File: config.mk
export PLATFORM = sky130hd
export DESIGN_NAME = bias_add_bank
export DESIGN_NICKNAME = d
export VERILOG_FILES = /design/src/rtl/bias_pkg.sv /design/src/rtl/bias_sat_lane.sv /design/src/rtl/bias_add_bank.sv
export SDC_FILE = /design/constraint.sdc
export NUM_CORES = 2
export LEC_CHECK = 0
export CORE_MARGIN = 8
export CORE_UTILIZATION = 40
export CTS_CLUSTER_DIAMETER = 200
export DETAILED_ROUTE_END_ITERATION = 16
export SYNTH_ARGS = -nofsm -noshare
export SYNTH_HDL_FRONTEND = slang
export SYNTH_SLANG_ARGS = --single-unit
export TNS_END_PERCENT = 10
File: constraint.sdc
create_clock -name clk -period 8.7 [get_ports clk]
set_clock_uncertainty 0.2 [all_clocks]
set_input_delay 0.87 -clock clk [delete_from_list [all_inputs] [get_ports clk]]
set_output_delay 0.87 -clock clk [all_outputs]
set_load 0.005 [all_outputs]
File: src/rtl/bias_pkg.sv
// Shared constants and helpers for the bias bank: default widths, saturation
// bounds and a lane-slice accessor for packed accumulator vectors.
package bias_pkg;

  localparam int DEF_DATA_W   = 18;
  localparam int DEF_N_LANES  = 16;
  localparam int DEF_N_GROUPS = 4;

  localparam logic [DEF_DATA_W-1:0] SAT_MAX = {1'b0, {(DEF_DATA_W-1){1'b1}}};
  localparam logic [DEF_DATA_W-1:0] SAT_MIN = {1'b1, {(DEF_DATA_W-1){1'b0}}};

  // Lane i of a default-sized packed vector (lane 0 in the low bits).
  function automatic logic [DEF_DATA_W-1:0] lane_of(
    input logic [DEF_N_LANES*DEF_DATA_W-1:0] vec,
    input int                                idx
  );
    return vec[idx*DEF_DATA_W +: DEF_DATA_W];
  endfunction

endpackage

File: src/rtl/bias_sat_lane.sv
// One lane of the bias stage: sign-extend, add the bias, clamp to DATA_W bits
// and flag when clamping happened.
module bias_sat_lane
  import bias_pkg::*;
#(
  parameter int DATA_W = DEF_DATA_W
) (
  input  logic [DATA_W-1:0] in_i,
  input  logic [DATA_W-1:0] bias_i,
  output logic [DATA_W-1:0] res_o,
  output logic              sat_o
);

  localparam logic [DATA_W-1:0] LANE_MAX = {1'b0, {(DATA_W-1){1'b1}}};
  localparam logic [DATA_W-1:0] LANE_MIN = {1'b1, {(DATA_W-1){1'b0}}};

  logic [DATA_W:0] sum;

  assign sum = {in_i[DATA_W-1], in_i} + {bias_i[DATA_W-1], bias_i};

  // The two top bits disagree exactly when the true sum left the DATA_W range;
  // the extra top bit is the real sign and picks the clamp direction.
  always_comb begin
    res_o = sum[DATA_W-1:0];
    sat_o = 1'b0;
    if (sum[DATA_W] != sum[DATA_W-1]) begin
      sat_o = 1'b1;
      res_o = sum[DATA_W] ? LANE_MIN : LANE_MAX;
    end
  end

endmodule

File: src/rtl/bias_add_bank.sv
// Multi-group runtime-loadable bias bank: adds the active group's biases to each
// incoming accumulator vector, saturates per lane and registers the result.
module bias_add_bank
  import bias_pkg::*;
#(
  parameter int N_adder_tree = DEF_N_LANES,
  parameter int DATA_W       = DEF_DATA_W,
  parameter int N_GROUPS     = DEF_N_GROUPS,
  parameter int GRP_W        = (N_GROUPS > 1) ? $clog2(N_GROUPS) : 1,
  parameter int LANE_W       = (N_adder_tree > 1) ? $clog2(N_adder_tree) : 1
) (
  input  logic                           clk,
  input  logic                           rst_n,
  input  logic                           ld_en,
  input  logic [GRP_W-1:0]               ld_grp,
  input  logic [LANE_W-1:0]              ld_lane,
  input  logic [DATA_W-1:0]              ld_data,
  input  logic                           grp_clr,
  input  logic                           in_valid,
  output logic                           in_ready,
  input  logic [N_adder_tree*DATA_W-1:0] in_data,
  input  logic                           in_last,
  output logic                           out_valid,
  input  logic                           out_ready,
  output logic [N_adder_tree*DATA_W-1:0] out_data,
  output logic [GRP_W-1:0]               out_grp,
  output logic [N_adder_tree-1:0]        sat_flag
);

  localparam int VEC_W = N_adder_tree * DATA_W;

  logic [DATA_W-1:0]       bias_q [N_GROUPS][N_adder_tree];
  logic [GRP_W-1:0]        grp_q, grp_d;
  logic                    out_valid_q, out_valid_d;
  logic [VEC_W-1:0]        out_data_q, out_data_d;
  logic [GRP_W-1:0]        out_grp_q, out_grp_d;
  logic [N_adder_tree-1:0] sat_q, sat_d;

  logic [VEC_W-1:0]        sum_vec;
  logic [N_adder_tree-1:0] sat_vec;
  logic                    in_xfer;
  logic                    ld_wr;

  // Handshake: a side transfers on a cycle where its valid and ready are both
  // high; valid never waits on ready and, once raised, the payload is held
  // until it transfers. in_ready depends only on out_valid/out_ready, so the
  // single output stage streams one vector per cycle while out_ready stays high.
  assign in_ready = !out_valid_q || out_ready;
  assign in_xfer  = in_valid && in_ready;

  assign ld_wr = ld_en && (int'(ld_grp) < N_GROUPS) && (int'(ld_lane) < N_adder_tree);

  // Register file read is combinational, so a same-edge write is seen only
  // by the following transfer.
  always_ff @(posedge clk or negedge rst_n) begin
    if (!rst_n) begin
      for (int g = 0; g < N_GROUPS; g++) begin
        for (int l = 0; l < N_adder_tree; l++) begin
          bias_q[g][l] <= '0;
        end
      end
    end else if (ld_wr) begin
      bias_q[ld_grp][ld_lane] <= ld_data;
    end
  end

  for (genvar i = 0; i < N_adder_tree; i++) begin : g_lane
    bias_sat_lane #(
      .DATA_W (DATA_W)
    ) u_lane (
      .in_i   (in_data[i*DATA_W +: DATA_W]),
      .bias_i (bias_q[grp_q][i]),
      .res_o  (sum_vec[i*DATA_W +: DATA_W]),
      .sat_o  (sat_vec[i])
    );
  end

  always_comb begin
    grp_d = grp_q;
    if (grp_clr) begin
      grp_d = '0;
    end else if (in_xfer && in_last) begin
      grp_d = (grp_q == GRP_W'(N_GROUPS - 1)) ? '0 : grp_q + 1'b1;
    end
  end

  always_comb begin
    out_valid_d = out_valid_q;
    out_data_d  = out_data_q;
    out_grp_d   = out_grp_q;
    sat_d       = sat_q;
    if (in_xfer) begin
      out_valid_d = 1'b1;
      out_data_d  = sum_vec;
      out_grp_d   = grp_q;
      sat_d       = sat_vec;
    end else if (out_ready) begin
      out_valid_d = 1'b0;
    end
  end

  always_ff @(posedge clk or negedge rst_n) begin
    if (!rst_n) begin
      grp_q       <= '0;
      out_valid_q <= 1'b0;
      out_data_q  <= '0;
      out_grp_q   <= '0;
      sat_q       <= '0;
    end else begin
      grp_q       <= grp_d;
      out_valid_q <= out_valid_d;
      out_data_q  <= out_data_d;
      out_grp_q   <= out_grp_d;
      sat_q       <= sat_d;
    end
  end

  assign out_valid = out_valid_q;
  assign out_data  = out_data_q;
  assign out_grp   = out_grp_q;
  assign sat_flag  = sat_q;

endmodule

==> flow_summary_export.csv <==
group,metric,value,unit
place,placedCellCount,8927,
floorplan,die_h,454,um
place,placed_area,0.0850,sq mm
setup_path,worst-path-max-fanout,32,
route,wl,227,mm
route,drt_first_pass_iters,5,
route,via_count,51300,
setup_path,cp-end-kind,"register",
route,wl_per_cell,24.5,um
synth,yosysWarnings,0,
global_route,grt_pass1_wl,343,mm
min_path,hp-class,"register to register",
route,ant_nets,0,
cts,tritoncts,"yes",
flow_run,cap_violations,0,
global_route,grt_pass1_vias,53300,
synth,syn-num-nets,6728,
sta,finalSetupTns,0,ns
synth,synthArstFlopShare,100,%
pwr,peakVddDrop,0.217,mV
floorplan,row_count,160,
floorplan,die-area,0.206,sq mm
final_layout,design_area,0.0906,sq mm
pwr,leakage,40.8,nW
sta,maxSlewHeadroom,14.3,%
synth,synth-edff-count,0,
place,gp_congestion,0.882,
cts,clock-root-buffer,"clkbuf_16",
sta,tightest_slew,1.28,ns
synth,ys.flop_type,"dfrtp_1",
setup_path,critPathKind,"register to register",
final_layout,synthToLayoutAreaGrowth,18.4,%
floorplan,start_util,40.3,%
pwr,p_per_area,245,mW/mm^2
final_layout,fin_nets,7209,
floorplan,die_x,454,um
sta,rsz0062_at_grt,"false",
cts,cts_sinks,1461,
cts,h-tree-depth,4,
cts,clock_latency,0.83,ns
setup_path,crit_chain,"buf_4, buf_4, mux4_2, ha_1, o21ai_0, nor2_1, a41oi_1, o31ai_1, o221ai_2, o21ai_2, xor2_2, nor3_1, nor3_1",
run_status,status,"completed",
setup_path,cp-start-kind,"register",
setup_path,rrSetupSlack,2.99,ns
sta,slew_violations,0,
place,hpwl,152,mm
place,io_buffers,626,
route,vias_per_cell,5.55,
global_route,antenna_found_initial,29,
final_layout,final_cell_count_no_fill,9245,
cts,path_clk_slew,0.06,ns
setup_path,cp_slowest_stage_delay,0.99,ns
synth,syn_area,0.0766,sq mm
global_route,grt-ovfl-total,0,
sta,finalCriticalPeriod,5.71,ns
final_layout,drive_above_1_share,29.0,%
floorplan,num_io_pins,627,
global_route,grt_max_degree,164,
setup_path,worst-endpoint-required,9.12,ns
synth,synth-seq-area-share,47.7,%
synth,ys_types,114,
sta,hold_viol,0,
floorplan,core,0.190,sq mm
global_route,grt_usage,21.7,%
synth,synthCells,6104,
setup_path,cpMaxStageDelayCell,"nor3_1",
route,drt-initial-drc-count,2883,
route,drc,0,
cts,numCtsBuffers,166,
pwr,p_total,22.2,mW
synth,avgSynthCellArea,12.5,sq um
sta,setup_viol,0,
synth,yosys_register_bits,1461,
cts,clock_path_buffers,3,
setup_path,crit_arrival,6.13,ns
sta,min_period_over_period,65.7,%
sta,max_freq,0.175,GHz
## worst paths after layout
check,cells past startpoint,from,to
max,13,grp_q[0]$_DFFE_PN0P_,out_data[105]$_DFFE_PN0P_
max reg2reg,13,grp_q[0]$_DFFE_PN0P_,out_data[105]$_DFFE_PN0P_
min,2,sat_flag[0]$_DFFE_PN0P_,sat_flag[0]$_DFFE_PN0P_
max in group asynchronous,4,rst_n,out_data[134]$_DFFE_PN0P_
min reg2reg,2,sat_flag[0]$_DFFE_PN0P_,sat_flag[0]$_DFFE_PN0P_
min in group asynchronous,2,rst_n,bias_q[510]$_DFFE_PN0P_
## state kept, by name, indices dropped and copies added (netlist names)
signal and count:
bias_q 1152, grp_q 2, out_data 288, out_grp 2, out_valid 1, sat_flag 16
## layout make-up
cell class / instances / area, sq um
fill: 17000 / 99500
multi-input combinational: 4167 / 38100
sequential: 1461 / 36600
timing repair buffer: 687 / 6840
clock buffer: 243 / 4860
tap: 2511 / 3140
clock inverter: 58 / 686
inverter: 102 / 383
antenna: 16 / 40.0
## stage by stage
| step | utilization, % | hold WS (ns) | setup WS, ns |
|---|---|---|---|
| floorplan | - | 0.263 | 4.28 |
| global placement | 44.7 | 0.255 | 3.07 |
| detailed placement | 44.7 | 0.257 | 2.92 |
| CTS | 47.6 | 0.270 | 2.87 |
| global route | 47.7 | 0.296 | 2.55 |
| finish | 47.7 | 0.265 | 2.99 |
## layer usage
metal	wire [um]	up-vias	track usage, %
met4	8270	2	7.88
met5	14	-	0
met2	112000	918	37.0
li1	-	23500	-
met3	8030	295	3.21
met1	98600	26600	28.1
## Yosys cell counts (16+ instances only)
| cell | number | area (sq um) |
|---|---|---|
| nand2b_1 | 65 | 407 |
| clkbuf_1 | 249 | 935 |
| or3_1 | 21 | 131 |
| nand2_1 | 334 | 1250 |
| mux2_2 | 1161 | 13100 |
| xnor2_1 | 136 | 1190 |
| dfrtp_1 | 1461 | 36600 |
| fa_1 | 16 | 320 |
| inv_1 | 102 | 383 |
| o21ai_1 | 46 | 230 |
| ha_1 | 289 | 3620 |
| mux4_2 | 288 | 6490 |
| nor2b_1 | 44 | 275 |
| o21ai_0 | 301 | 1510 |
| buf_2 | 43 | 215 |
| nor3_1 | 72 | 360 |
| a31oi_1 | 21 | 131 |
| buf_1 | 63 | 236 |
| a211oi_1 | 73 | 548 |
| nand3_1 | 54 | 270 |
| maj3_1 | 28 | 280 |
| o221a_2 | 16 | 180 |
| nand4_1 | 27 | 169 |
| and3_1 | 18 | 113 |
| a21oi_1 | 254 | 1270 |
| o21a_1 | 38 | 285 |
| nor2_1 | 340 | 1280 |
| a21o_1 | 95 | 713 |
| o21bai_1 | 34 | 255 |
| o22ai_1 | 17 | 106 |
| o21ai_2 | 16 | 140 |
| xor2_1 | 80 | 701 |
## report_power, final
part / total (mW) / switching, mW / internal (mW)
clock network: 7.11 / 2.97 / 4.14
logic: 6.23 / 3.01 / 3.22
registers: 8.83 / 0.763 / 8.07
total: 22.2 / 6.75 / 15.4
## cell usage in the layout (no fill, tap or decap), drive strengths merged, types with 17 or more instances in the layout
cell type,count
xnor2,141
a31oi,23
or3,22
dfrtp,1461
mux2,1161
a21oi,264
inv,111
nand3,54
nor2,342
a221o,17
nor2b,44
o21a,38
a211oi,75
nand4,30
a21o,95
nor3,85
and3,20
clkdlybuf4s50,607
buf,79
o21ai,363
xor2,85
nand2b,65
ha,289
and2,18
o21bai,34
nand2,334
mux4,288
o22ai,18
clkinv,30
maj3,28
clkbuf,243
## logic make-up after synthesis
| group | share of synthesized area, % |
|---|---|
| compound gates | 9.43 |
| xor+xnor | 2.73 |
| fa+ha+maj | 5.51 |
| buf+inv | 2.55 |
| flops | 47.7 |
| mux | 25.6 |
| simple gates | 6.47 |
## critical path, delay by kind of cell, from the launching register on
family	cells	cell delay, ns
AND/OR/NAND/NOR	3	1.23
flip-flops	1	0.83
buffers and inverters	2	1.18
multiplexers	1	0.62
adder cells (fa/ha/maj)	1	0.33
AO/OA/AOI/OAI	5	0.84
XOR/XNOR	1	0.20
## what timing repair did
item,CTS,global route
buffers inserted,0,0
endpoints found under the setup margin,0,0
resized for setup,0,0
endpoints found under the hold margin,132,0
hold buffers,1,0
(Power assumes the default switching activity.)
